**src/rtl/pdm_capture_writer_if.sv**
```systemverilog
// BRAM write-port bundle for the PDM capture writer.
// Master drives the strobe, address, sample and wrap marker.
interface pdm_capture_writer_if #(
    parameter int ADDR_W = 16,
    parameter int DATA_W = 16
);
    logic              write_enable;
    logic [ADDR_W-1:0] write_address;
    logic [DATA_W-1:0] write_data;
    logic              wrap_pulse;

    modport master (
        output write_enable,
        output write_address,
        output write_data,
        output wrap_pulse
    );

    modport slave (
        input write_enable,
        input write_address,
        input write_data,
        input wrap_pulse
    );
endinterface

```
**src/rtl/pdm_capture_writer.sv**
```systemverilog
// PDM to PCM boxcar decimator streaming into a circular BRAM buffer.
// Optional DC-removal filter: define PDM_CAPTURE_DC_BLOCK_EN.
module pdm_capture_writer #(
    parameter int ADDR_W = 16,
    parameter int DATA_W = 16,
    parameter int DECIM  = 64
) (
    input  logic              clk,
    input  logic              sysreset_n,
    input  logic              run,
    input  logic              pdm_ce,
    input  logic              pdm_in,
    input  logic [ADDR_W-1:0] wrap_limit,
    pdm_capture_writer_if.master wr
);
    localparam int S  = $clog2(DECIM);
    localparam int SH = DATA_W - S - 1;
    localparam logic [DATA_W-1:0] MAX_V = {1'b0, {(DATA_W-1){1'b1}}};

`ifdef PDM_CAPTURE_DC_BLOCK_EN
    typedef enum logic [1:0] {
        IDLE   = 2'd0,
        ACQ    = 2'd1,
        WRITE  = 2'd2,
        FILTER = 2'd3
    } state_t;
`else
    typedef enum logic [1:0] {
        IDLE   = 2'd0,
        ACQ    = 2'd1,
        WRITE  = 2'd2
    } state_t;
`endif

    state_t            state;
    state_t            state_nx;
    logic [S-1:0]      bit_cnt;
    logic [S:0]        ones;
    logic [S:0]        ones_sum;
    logic              take;
    logic              close;
    logic [DATA_W-1:0] raw;
    logic [DATA_W-1:0] shifted;
    logic [DATA_W-1:0] scaled;
    logic [ADDR_W-1:0] next_addr;
    logic [ADDR_W-1:0] use_addr;
    logic              commit;
    logic [DATA_W-1:0] commit_data;

    // Bits are only taken while capturing; the window closes on bit DECIM-1.
    assign take     = run && pdm_ce && (state != IDLE);
    assign close    = take && (state == ACQ) && (bit_cnt == '1);
    assign ones_sum = ones + {{S{1'b0}}, pdm_in};

    // 2*ones - DECIM fits DATA_W bits; only the all-ones window overflows.
    assign raw     = DATA_W'({ones_sum, 1'b0}) - DATA_W'(DECIM);
    assign shifted = raw << SH;

    // Saturate the single positive full-scale case.
    always_comb begin
        scaled = shifted;
        if (ones_sum[S]) begin
            scaled = MAX_V;
        end
    end

    // A write lowered below the pending address falls back to 0.
    assign use_addr = (next_addr > wrap_limit) ? '0 : next_addr;

`ifdef PDM_CAPTURE_DC_BLOCK_EN
    localparam logic signed [DATA_W+1:0] Y_MAX = (DATA_W+2)'(2 ** (DATA_W - 1) - 1);
    localparam logic signed [DATA_W+1:0] Y_MIN = -(DATA_W+2)'(2 ** (DATA_W - 1));

    logic signed [DATA_W-1:0] x_q;
    logic signed [DATA_W-1:0] x_prev;
    logic signed [DATA_W-1:0] y_prev;
    logic signed [DATA_W-1:0] y_dec;
    logic signed [DATA_W+1:0] y_full;
    logic        [DATA_W-1:0] y_sat;

    assign y_dec  = y_prev >>> 8;
    assign y_full = {{2{x_q[DATA_W-1]}}, x_q}
                  - {{2{x_prev[DATA_W-1]}}, x_prev}
                  + {{2{y_prev[DATA_W-1]}}, y_prev}
                  - {{2{y_dec[DATA_W-1]}}, y_dec};

    // Clamp the wide filter result back into the sample range.
    always_comb begin
        y_sat = y_full[DATA_W-1:0];
        if (y_full > Y_MAX) begin
            y_sat = Y_MAX[DATA_W-1:0];
        end else if (y_full < Y_MIN) begin
            y_sat = Y_MIN[DATA_W-1:0];
        end
    end

    assign commit      = (state == FILTER);
    assign commit_data = y_sat;

    // Filter history: capture sample at close, advance in FILTER, clear when idle.
    always_ff @(posedge clk or negedge sysreset_n) begin
        if (!sysreset_n) begin
            x_q    <= '0;
            x_prev <= '0;
            y_prev <= '0;
        end else if (state == IDLE) begin
            x_q    <= '0;
            x_prev <= '0;
            y_prev <= '0;
        end else begin
            if (close) begin
                x_q <= $signed(scaled);
            end
            if (state == FILTER) begin
                x_prev <= x_q;
                y_prev <= $signed(y_sat);
            end
        end
    end
`else
    assign commit      = close;
    assign commit_data = scaled;
`endif

    // State register.
    always_ff @(posedge clk or negedge sysreset_n) begin
        if (!sysreset_n) begin
            state <= IDLE;
        end else begin
            state <= state_nx;
        end
    end

    // Next-state logic; a closed window always reaches WRITE.
    always_comb begin
        state_nx = state;
        unique case (state)
            IDLE: begin
                if (run) begin
                    state_nx = ACQ;
                end
            end
            ACQ: begin
                if (!run) begin
                    state_nx = IDLE;
                end else if (close) begin
`ifdef PDM_CAPTURE_DC_BLOCK_EN
                    state_nx = FILTER;
`else
                    state_nx = WRITE;
`endif
                end
            end
`ifdef PDM_CAPTURE_DC_BLOCK_EN
            FILTER: begin
                state_nx = WRITE;
            end
`endif
            WRITE: begin
                state_nx = run ? ACQ : IDLE;
            end
            default: begin
                state_nx = IDLE;
            end
        endcase
    end

    // Window counters restart in the close cycle so no bit is lost.
    always_ff @(posedge clk or negedge sysreset_n) begin
        if (!sysreset_n) begin
            bit_cnt <= '0;
            ones    <= '0;
        end else if (state == IDLE) begin
            bit_cnt <= '0;
            ones    <= '0;
        end else if (take) begin
            bit_cnt <= bit_cnt + 1'b1;
            ones    <= close ? '0 : ones_sum;
        end
    end

    // Write port: one-cycle strobe, address/data held between writes.
    always_ff @(posedge clk or negedge sysreset_n) begin
        if (!sysreset_n) begin
            wr.write_enable  <= 1'b0;
            wr.write_address <= '0;
            wr.write_data    <= '0;
            wr.wrap_pulse    <= 1'b0;
            next_addr        <= '0;
        end else if (state == IDLE) begin
            wr.write_enable  <= 1'b0;
            wr.write_address <= '0;
            wr.wrap_pulse    <= 1'b0;
            next_addr        <= '0;
        end else if (commit) begin
            wr.write_enable  <= 1'b1;
            wr.write_address <= use_addr;
            wr.write_data    <= commit_data;
            wr.wrap_pulse    <= (use_addr == wrap_limit);
            next_addr        <= (use_addr >= wrap_limit) ? '0 : use_addr + 1'b1;
        end else begin
            wr.write_enable  <= 1'b0;
            wr.wrap_pulse    <= 1'b0;
        end
    end
endmodule

```
**src/flat_wrapper.sv**
```systemverilog
// flat-port wrapper written by rule: the top's interface ports become plain ports
module pdm_capture_writer_flat 
#(
    parameter int ADDR_W = 16,
    parameter int DATA_W = 16,
    parameter int DECIM  = 64
)
  (clk, sysreset_n, run, pdm_ce, pdm_in, wrap_limit, wr_write_enable, wr_write_address, wr_write_data, wr_wrap_pulse);
  pdm_capture_writer_if #(.ADDR_W(ADDR_W), .DATA_W(DATA_W)) wr_i ();
  input  logic clk;
  input  logic sysreset_n;
  input  logic run;
  input  logic pdm_ce;
  input  logic pdm_in;
  input  logic [ADDR_W-1:0] wrap_limit;
  output wire logic [$bits(wr_i.write_enable)-1:0] wr_write_enable;
  output wire logic [$bits(wr_i.write_address)-1:0] wr_write_address;
  output wire logic [$bits(wr_i.write_data)-1:0] wr_write_data;
  output wire logic [$bits(wr_i.wrap_pulse)-1:0] wr_wrap_pulse;
  assign wr_write_enable = wr_i.write_enable;
  assign wr_write_address = wr_i.write_address;
  assign wr_write_data = wr_i.write_data;
  assign wr_wrap_pulse = wr_i.wrap_pulse;
  pdm_capture_writer #(.ADDR_W(ADDR_W), .DATA_W(DATA_W), .DECIM(DECIM)) u_core (.clk(clk), .sysreset_n(sysreset_n), .run(run), .pdm_ce(pdm_ce), .pdm_in(pdm_in), .wrap_limit(wrap_limit), .wr(wr_i));
endmodule
```
**config.mk**
```make
export PLATFORM = sky130hd
export DESIGN_NAME = pdm_capture_writer_flat
export DESIGN_NICKNAME = d
export VERILOG_FILES = /design/src/rtl/pdm_capture_writer_if.sv /design/src/rtl/pdm_capture_writer.sv /design/src/flat_wrapper.sv
export SDC_FILE = /design/constraint.sdc
export NUM_CORES = 1
export LEC_CHECK = 0
export ABC_AREA = 1
export BUFFER_PORTS_ARGS = -buffer_cell sky130_fd_sc_hd__buf_4
export CORE_ASPECT_RATIO = 1.4
export CORE_MARGIN = 3
export CORE_UTILIZATION = 50
export CTS_CLUSTER_DIAMETER = 150
export CTS_CLUSTER_SIZE = 8
export DETAILED_ROUTE_END_ITERATION = 10
export PLACE_DENSITY = 0.69
export SLEW_MARGIN = 10
export SYNTH_ARGS = -nofsm -noshare
export SYNTH_HDL_FRONTEND = slang
export SYNTH_SLANG_ARGS = --single-unit
```
**constraint.sdc**
```tcl
create_clock -name clk -period 5.2 [get_ports clk]
set_clock_uncertainty 0.15 [all_clocks]
set_input_delay 0.52 -clock clk [delete_from_list [all_inputs] [get_ports clk]]
set_output_delay 0.52 -clock clk [all_outputs]
set_load 0.01 [all_outputs]
```
# Word level (Yosys, flattened, before mapping)
# Index checks and enable logic that the tools add are counted.
# word_totals
ff_bits,65
latchBits,0
ram_bits,0
mem_bits_ro,0
in_bits,21
out_inout_bits,34
n_memories,0
# op_classes
n_addsub,4
mul,0
n_div,0
magnitude_cmp,2
n_eq_ne,6
shifts,0
n_mux,21
n_bitwise,1
reduce_logical,10
# op_table
cell,count
$mux 16,7
$mux 7,3
$add 16x1->16 const B,1
$eq 16x16->1,1
$ge 16x16->1,1
$gt 16x16->1,1
$mux 6,2
$add 7x1->7,1
$sub 7x7->7 const B,1
$add 6x1->6 const B,1
$eq 6x6->1 const B,1
$mux 2,3
$pmux 2 s3,1
$reduce_bool 2->1,3
$mux 1,5
$logic_and 1x1->1,4
$reduce_and 2->1,2
$ne 3x2->1 const B,1
$eq 2x1->1 const B,1
$eq 2x2->1 const B,1
$logic_not 2->1,1
$ne 2x2->1 const B,1
$not 1->1,1

# Depth between registers and ports, before layout
# Gate-level depths: netlist (run 1).
# depth
ltp_word,7
mapped_depth,26

# Least setup slack after synthesis (run 1)
# OpenSTA, ideal clock, no wires.
# synth_path
path_kind,input-to-reg
start,in wrap_limit[7]
end,reg u_core.next_addr[11]
setup_time_ns,0.065
t_arrival_ns,2.901
slack_ns,2.084
stages,22
path_buffers,1
cell_sequence,inv_1 > ha_1 > a21o_1 > nor2_1 > nand2_1 > nand2_1 > nand2_1 > nand2_4 > buf_12 > inv_2 > nor2_1 > ha_1 > inv_1 > nor2_1 > nor2_1 > o21a_1 > o211ai_1 > nand2_1 > o211ai_1 > nor2_1 > nand3_1 > nand2_1
# synth_between
elab_chain_cells,6
word_cells_on_any_way,7
cone_classes,add/sub (1); order compare (2); mux (4)
# synth_rtl
element,line,source
from (decl),flat_wrapper.sv:15,input logic [ADDR_W-1:0] wrap_limit;
$gt 16x16->1,pdm_capture_writer.sv:68,assign use_addr = (next_addr > wrap_limit) ? '0 : next_addr;
$mux 16,pdm_capture_writer.sv:68,
$add 16x1->16 / $ge 16x16->1 (equally long branches),pdm_capture_writer.sv:200,next_addr <= (use_addr >= wrap_limit) ? '0 : use_addr + 1'b1;
$mux 16 *,pdm_capture_writer.sv:200,
$mux 16 *,pdm_capture_writer.sv:195,end else if (commit) begin
$mux 16 *,pdm_capture_writer.sv:190,end else if (state == IDLE) begin
to (signal assigned),pdm_capture_writer.sv:200,
to (decl),pdm_capture_writer.sv:45,logic [ADDR_W-1:0] next_addr;
# Every way passes the cells marked *; elsewhere a longest branch is shown, timed or not. The select of a mux whose other input is x is not followed.
# A chain may end at the register's enable or synchronous reset.

# Worst setup path after layout (run 1)
# layout_path
start,reg u_core.next_addr[5]
end,reg u_core.next_addr[11]
# layout_between
elab_chain_cells,6
word_cells_on_any_way,7
cone_classes,add/sub (1); order compare (2); mux (4)
# layout_rtl
element,line
$gt 16x16->1,pdm_capture_writer.sv:68
$mux 16 *,pdm_capture_writer.sv:68
$add 16x1->16 / $ge 16x16->1 (equally long branches),pdm_capture_writer.sv:200
$mux 16 *,pdm_capture_writer.sv:200
$mux 16 *,pdm_capture_writer.sv:195
$mux 16 *,pdm_capture_writer.sv:190
# Marked as above.

==> results of run 1 <==
[through the flow]
step / setup slack, ps / total power (W) / cells / utilization
detailed placement: 1270 / 0.000515 / 600 / 0.579
floorplan: 2080 / 0.000484 / 467 / -
CTS: 1400 / 0.000840 / 607 / 0.597
global route: 1060 / 0.000868 / 607 / 0.597
finish: 1390 / 0.000832 / 607 / 0.597
global placement: 1320 / 0.000514 / 600 / 0.579
[layer usage]
metal  vias to the layer above  routed length, um  track usage  share of wire
met5                         -                  0            0              0
li1                       1599                  -            -              -
met4                         0                187       0.0750          0.022
met3                        10                338       0.0285          0.040
met2                        68               4290        0.362           0.51
met1                      1466               3600        0.265           0.43
[registers in the layout, summed over array words and instances, names as in the netlist]
register / flops
u_core.ones: 7
u_core.wr.write_data: 7
u_core.wr.write_address: 16
u_core.wr.wrap_pulse: 1
u_core.bit_cnt: 6
u_core.state: 2
u_core.wr.write_enable: 1
u_core.next_addr: 16
[logic make-up (layout without fill, tap and decap cells)]
logic type	Yosys count	count (layout)
AOI/OAI and AO/OA	69	69
and+or+nand+nor	219	219
adders and majority gates	36	36
buffers and inverters	82	127
DFF	56	56
xor gates and xnor gates	5	5
[worst reg2reg max path, stage by stage, from the launching register on]
cell and delay, ps:
dfrtp_1 470, ha_1 320, a21oi_1 170, nor2_1 60, nor2_1 90, nand2_1 80
nand2_1 60, nand2_1 80, nand2_4 290, inv_2 100, nor2_1 260, ha_1 290
inv_1 80, nor2_1 40, nor2_1 80, o21a_1 140, o211ai_1 80, nand2_1 110
o211ai_1 110, nor2_1 450, nand3_1 150, nand2_1 90
[final cells by class]
class	count	area [um2]	share of cell area
clock inverters	2	60.1	0.0142
inverters	65	244	0.0578
well taps	95	119	0.0282
flip-flops and latches	56	1400	0.332
clock buffers	5	68.8	0.0163
multi-input cells	329	1910	0.454
repair buffers	55	413	0.0978
[path summary, 6_finish.rpt]
| check | from | to |
|---|---|---|
| min | sysreset_n | u_core.wr.write_data[9]$_DFFE_PN0P_ |
| min in group clk | run | u_core.state[0]$_DFFE_PN0P_ |
| max in group asynchronous | sysreset_n | u_core.wr.write_address[13]$_DFFE_PN0P_ |
| max reg2reg | u_core.next_addr[5]$_DFFE_PN0P_ | u_core.next_addr[11]$_DFFE_PN0P_ |
| min reg2reg | u_core.wr.write_address[11]$_DFFE_PN0P_ | u_core.wr.write_address[11]$_DFFE_PN0P_ |
| max | u_core.next_addr[5]$_DFFE_PN0P_ | u_core.next_addr[11]$_DFFE_PN0P_ |
[report_power, final]
part,total (W),internal [W],switching [W]
Sequential,0.000441,0.000438,0.00000235
Combinational,0.0000648,0.0000231,0.0000417
Clock,0.000326,0.000190,0.000136
Total,0.000832,0.000651,0.000181
[layout by cell type, fill, tap and decap left out, types with 2 or more instances in the layout]
master	count
nand2_1	106
inv_1	60
dfrtp_1	56
buf_4	55
nor2_1	41
ha_1	36
nand3_1	35
o21ai_0	30
a21oi_1	21
nor2_2	8
nand4_1	7
nand3_2	5
inv_2	5
clkbuf_8	5
nand2_2	4
o21ai_1	4
nand2_4	3
xor2_1	3
o211ai_1	3
nor2_4	3
nor3_2	2
nor3_1	2
a22o_1	2
xnor2_1	2
o21ai_2	2
o22ai_1	2
bufinv_16	2
==> metrics.md, run 1 <==
| Metric | Value |
|---|---|
| Slowest CP cell | dfrtp_1 |
| Worst VDD drop | 0.000158 V |
| Max Slew Vio Count | 0 |
| TritonCTS Buffers | 5 |
| Gr usage total | 0.209 |
| Clk_lat worst skew | 300 ps |
| Unrepaired setup endpoints after global routing | no |
| Crit Path Class | reg -> reg |
| Worst min path class | in -> async |
| Max FO, Critical Path | 27 |
| Final-stage net count | 569 |
| Area contributors post-synth | dfrtp_1 (38%), ha_1 (12%), nand2_1 (11%) |
| Post-Synth Simple-Gate Area | 0.279 |
| Post-CTS Resized | 0 |
| Initial antenna violation count | 0 |
| CP bufs+invs | 2 |
| Global route total overflow | 0 |
| Detail Placement HPWL | 6690 um |
| Period utilisation layout | 0.732 |
| Critical path, cell by cell | ha_1 > a21oi_1 > nor2_1 > nor2_1 > nand2_1 > nand2_1 > nand2_1 > nand2_4 > inv_2 > nor2_1 > ha_1 > inv_1 > nor2_1 > nor2_1 > o21a_1 > o211ai_1 > nand2_1 > o211ai_1 > nor2_1 > nand3_1 > nand2_1 |
| Async SR Flop Fraction | 1.00 |
| Placed cell area | 4090 um2 |
| Residual DRC count | 0 |
| XOR/XNOR share of the synthesized area | 0.0119 |
| PD cells | 197 nW/um2 |
| # IOs | 55 |
| Max Cap Violations | 0 |
| I/O Buffers | 54 |
| Drt pass-1 iters | 4 |
| R2R cell count | 21 |
| CP arrival | 3900 ps |
| Syn Std Cell Area | 3680 um2 |
| Clk sink count | 56 |
| Antenna Nets Post-Route | 0 |
| Core footprint | 7070 um2 |
| Starting Density | 0.521 |
| Hold-fix buffers, CTS | 0 |
| Distinct cells, synth | 36 |
| Diode count | 0 |
| Yosys warns | 0 |
| First-pass GRT wire length | 14100 um |
| CP Capture Type | register |
| Final Cell Area | 4220 um2 |
| Largest family of logic cells by synthesized area | simple AND/OR/NAND/NOR gates |
| Endpoints failing setup | 0 |
| Relative slew slack | 0.542 |
| Count leader, synth | nand2_1 |
| Clock root buffer | clkbuf_8 |
| Worst EP required | 5290 ps |
| Status | finished, final reports clean |
| EDFF count, synth | 0 |
| Fill cells | 633 |
| Adder-cell share of the synthesized area | 0.122 |
| Post-synthesis compound-gate area fraction | 0.106 |
| Leak | 2.29 nW |
| Number of DRC markers in iteration 0 | 125 |
| Clock Pin Slew Worst Setup and Hold Paths | 100 ps |
| Syn nets | 524 |
| TritonCTS clock tree | yes |
| WL final | 8410 um |
| Worst R2R Setup Slack | 1390 ps |
| Vertical die dimension | 108 um |
| Share of layout cells above drive strength 1 | 0.189 |
| Cell mode on critical path | nor2_1 |
| Synth top cells by count | nand2_1 (106), inv_1 (60), dfrtp_1 (56), nor2_1 (42), ha_1 (36) |
| Dominant delay contributor by cell family on the critical path | simple AND/OR/NAND/NOR gates |
| Gp weighted congestion | 0.923 |
| Num rows | 36 |
| Avg Synthesized Cell Area | 7.88 um2 |
| Syn Inst Count | 467 |
| Cell taking the most area after synthesis | dfrtp_1 |
| Clk buf depth | 2 |
| Share of the synthesized area in the top cell type | 0.381 |
| Post-CTS Setup Inserts | 0 |
| Min Tclk post-route | 3810 ps |
| Post-synthesis sequential area ratio | 0.381 |
| Critical path depth in cells | 21 |
| Avg Vias per Cell | 5.18 |
| Hold_ws | 96.2 ps |
| Largest net degree at the start of global routing | 57 |
| Worst slew pin tran | 688 ps |
| Layout area overhead | 14.6% |
| Via Count | 3143 |
| Mux share of post-synthesis cell area | 0 |
| Die width | 78.5 um |
| Vias in the first global route | 3046 |
| Top FF cell, synth | dfrtp_1 |
| Crit start category | register |
| H-tree levels | 2 |
| TNS Setup | 0 ps |
| Final hold viol count | 0 |
| Fmax | 263 MHz |
| Die area | 8440 um2 |
| Worst stage delay on the critical path | 470 ps |
| Post-synthesis register bit count | 56 |
| WL/cell | 13.9 um |
No activity file was read; power rests on OpenSTA's default activity.
==> run 2: changes to the inputs <==
--- a/config.mk
+++ b/config.mk
@@ -5,7 +5,7 @@
 export SDC_FILE = /design/constraint.sdc
 export NUM_CORES = 1
 export LEC_CHECK = 0
-export ABC_AREA = 1
+export ABC_AREA = 0
 export BUFFER_PORTS_ARGS = -buffer_cell sky130_fd_sc_hd__buf_4
 export CORE_ASPECT_RATIO = 1.4
 export CORE_MARGIN = 3
==> constraint.sdc (replaced) <==
create_clock -name clk -period 3.8 [get_ports clk]
set_clock_uncertainty 0.15 [all_clocks]
set_input_delay 0.38 -clock clk [delete_from_list [all_inputs] [get_ports clk]]
set_output_delay 0.38 -clock clk [all_outputs]
set_load 0.01 [all_outputs]
==> metrics.md, run 2 <==
| Metric | Value |
|---|---|
| Cell depth of the worst min-delay path | 2 |
| Total chip power | 0.00106 W (+27%) |
| Area contributors post-synth | dfrtp_1 (37%), ha_1 (12%), nand2_1 (4.3%) |
| Async SR Flop Fraction | 1.00 (unchanged) |
| Residual DRC count | 0 (unchanged) |
| Adder-cell share of the synthesized area | 0.120 (-0.00204) |
| Placed instance count | 575 (-4.2%) |
| Post-Synth Simple-Gate Area | 0.262 (-0.0174) |
| Number of DRC markers in iteration 0 | 222 (+78%) |
| Critical path, cell by cell | ha_4 > a21oi_2 > nor2_1 > or3_4 > nor4_4 > nand2b_4 > and2_4 > ha_4 > and3_1 > nand4_1 > buf_4 > o21ai_2 > a2111oi_4 > buf_4 > o21ai_4 > o21ai_1 |
| CP bufs+invs | 2 (unchanged) |
| EDFF count, synth | 0 (unchanged) |
| RR Endpoint | u_core.next_addr[14]$_DFFE_PN0P_ |
| CP Capture Type | register |
| Fmax | 263 MHz (about the same) |
| First-pass GRT wire length | 15800 um (+12%) |
| Sequential cell area | 1400 um2 (unchanged) |
| Share of layout cells above drive strength 1 | 0.323 (+0.134) |
| Clk sink count | 56 (unchanged) |
| I/O Buffers | 54 (unchanged) |
| Crit Path Class | reg -> reg |
| Yosys warns | 0 (unchanged) |
| Syn Std Cell Area | 3740 um2 (+1.7%) |
| Largest net degree at the start of global routing | 57 (unchanged) |
| Avg Synthesized Cell Area | 9.13 um2 (+16%) |
| Die area | 8580 um2 (+1.6%) |
| Most frequent cells in the layout | buf_4 (94), dfrtp_1 (56), nand2_1 (42) |
| Worst VDD drop | 0.000171 V (+8.1%) |
| H-tree levels | 2 (unchanged) |
| Worst slew pin tran | 944 ps (+257 ps) |
| Clock Pin Slew Worst Setup and Hold Paths | 100 ps (about the same) |
| Clk buf depth | 2 (unchanged) |
| Post-synthesis register bit count | 56 (unchanged) |
| Vias in the first global route | 3281 (+7.7%) |
| Worst R2R Setup Slack | -9 ps (-1400 ps) |
| Setup WS post-layout | -9.25 ps (-1400 ps) |
| Seq pwr share | 0.567 (+0.037) |
| Drt pass-1 iters | 4 (unchanged) |
| Net Sw Frac | 0.237 (+0.0200) |
| Synth top cells by count | dfrtp_1 (56), nand2_1 (43), ha_1 (36), nor2_1 (36) |
| Failing checks | negative setup slack |
| Share of the synthesized area in the top cell type | 0.374 (-0.00636) |
| R2R cell count | 16 (-24%) |
| Mux share of post-synthesis cell area | 0 (unchanged) |
| Worst EP required | 3900 ps (-1390 ps) |
| Status | finished, violations left |
| WL final | 9790 um (+16%) |
| Leak | 2.44 nW (+6.4%) |
| XOR/XNOR share of the synthesized area | 0.0281 (+0.0162) |
| CP arrival | 3910 ps (about the same) |
| Unrepaired setup endpoints after global routing | yes |
| Top Registers | u_core.next_addr x16, u_core.wr.write_address x16 |
| Period utilisation layout | 1.00 (+0.270) |
| Syn nets | 467 (-11%) |
| Count leader, synth | dfrtp_1 |
| Post-synthesis compound-gate area fraction | 0.153 (+0.0470) |
| Clock root buffer | clkbuf_8 |
| Commonest non-fill, non-tap cell in the layout | buf_4 |
| Fill cells | 593 (-6.3%) |
| TritonCTS clock tree | yes |
| # IOs | 55 (unchanged) |
| Relative slew slack | 0.368 (-0.173) |
| Post-synthesis sequential area ratio | 0.374 (-0.00636) |
| Max FO, Critical Path | 7 (-74%) |
| Worst stage delay on the critical path | 460 ps (about the same) |
| Num rows | 36 (unchanged) |
| Cell taking the most area after synthesis | dfrtp_1 |
| Distinct cells, synth | 48 (+33%) |
| Final hold viol count | 0 (unchanged) |
| Dominant delay contributor by cell family on the critical path | simple AND/OR/NAND/NOR gates |
| Syn Inst Count | 410 (-12%) |
| Core footprint | 7120 um2 (+0.64%) |
| Starting Density | 0.526 (+0.00550) |
| Initial antenna violation count | 0 (unchanged) |
| Layout area overhead | 31.1% |
| Final Non-Filler Cells | 587 (-3.3%) |
| Die width | 79.1 um (+0.78%) |
| Antenna Nets Post-Route | 0 (unchanged) |
| Combinational Power Share | 0.102 (+0.024) |
| P_int | 0.000808 W (+24%) |
| TritonCTS Buffers | 5 (unchanged) |
| Crit start category | register |
| Area of the multi-input gates | 2460 um2 (+28%) |
| PD cells | 216 nW/um2 (+9.5%) |
| Clock share of power | 0.332 (-0.060) |
| Hold_sp | run |
| Top FF cell, synth | dfrtp_1 |
| Psw | 0.000251 W (+39%) |
| Global route total overflow | 0 (unchanged) |
| Slowest CP cell | a2111oi_4 |
| Max Slew Vio Count | 0 (unchanged) |
| Avg Vias per Cell | 5.63 (+8.8%) |
| Gp weighted congestion | 0.890 (-3.6%) |
| Vertical die dimension | 108 um (+0.80%) |
| Via Count | 3307 (+5.2%) |
| Min Tclk post-route | 3810 ps (+1.57 ps) |
| Largest family of logic cells by synthesized area | simple AND/OR/NAND/NOR gates |
| Critical R2R Launch | u_core.next_addr[11]$_DFFE_PN0P_ |
| Detail Placement HPWL | 7020 um (+4.8%) |
| Diode count | 0 (unchanged) |
| Critical path depth in cells | 16 (-24%) |
| Hold EP | u_core.state[0]$_DFFE_PN0P_ |
| Worst min path class | in -> reg |
| Clk_lat worst skew | 310 ps (about the same) |
| Max Cap Violations | 0 (unchanged) |
| Gr usage total | 0.232 (+0.0223) |
| Endpoints failing setup | 1 (+1) |
| WL/cell | 16.7 um (+20%) |
| Final-stage net count | 549 (-3.5%) |
==> run 2: cell count changes after synthesis, moves of 19 or more <==
cell     delta
and2_1     +24
inv_1      -39
o21ai_0    -23
nand2_1    -63
and3_1     +23
nand3_1    -19
==> run 2: how the worst max path moves through the flow <==
stage,start,endpoint,slack (ps)
global route,u_core.next_addr[11]$_DFFE_PN0P_,u_core.next_addr[14]$_DFFE_PN0P_,-140
finish,u_core.next_addr[11]$_DFFE_PN0P_,u_core.next_addr[14]$_DFFE_PN0P_,-9
CTS,u_core.next_addr[13]$_DFFE_PN0P_,u_core.next_addr[9]$_DFFE_PN0P_,1
global placement,wrap_limit[15],u_core.next_addr[14]$_DFFE_PN0P_,-50
floorplan,wrap_limit[15],u_core.next_addr[11]$_DFFE_PN0P_,60
detailed placement,wrap_limit[13],u_core.next_addr[5]$_DFFE_PN0P_,-110
==> run 2: layout make-up <==
type / count / share of cell area
clock buffer: 7 / 0.0196
inverter: 22 / 0.0168
multi-input combinational: 309 / 0.501
sequential: 56 / 0.286
tap: 95 / 0.0242
timing repair buffer: 98 / 0.153
==> run 2: per-stage QoR <==
stage / area [um2] / worst slack, ps / util / TNS, ps / hold slack (ps)
2_1_floorplan: 3740 / 62.4 / - / 0 / -65.6
3_5_place_dp: 4420 / -111 / 0.621 / -1450 / 330
6_report: 4910 / -9.25 / 0.690 / -9.25 / 158
4_1_cts: 4540 / 1.21 / 0.638 / 0 / 152
5_1_grt: 4910 / -137 / 0.690 / -1330 / 165
3_3_place_gp: 4420 / -54.3 / 0.621 / -435 / 312
==> run 2: repair_timing <==
item	in CTS	in global routing
hold buffers	1	0
setup buffers	0	3
pin swaps	2	28
resized for setup	1	52
cloned	1	1
hold endpoints to repair	56	0
setup endpoints to repair	13	16
==> run 2: layer usage <==
| metal | up-vias | track usage | wire length, um |
|---|---|---|---|
| met3 | 21 | 0.0250 | 460 |
| li1 | 1614 | - | - |
| met4 | 0 | 0.0688 | 247 |
| met2 | 90 | 0.419 | 5190 |
| met1 | 1582 | 0.288 | 3890 |
| met5 | - | 0 | 0 |
==> run 2: logic make-up (layout without fill, tap and decap cells) <==
group           after synthesis  in the layout
compound gates               77             77
xor+xnor                     12             12
fa+ha+maj                    36             36
buf+inv                      46            127
flops                        56             56
simple gates                183            184
==> run 2: power groups by stage <==
stage,Combinational (W),Clock [W],Sequential [W]
after floorplan,0.0000392,0,0.000612
after global placement,0.0000854,0,0.000612
after detailed placement,0.0000876,0,0.000612
after CTS,0.0000902,0.000364,0.000600
after global routing,0.000121,0.000381,0.000601
final,0.000108,0.000351,0.000600
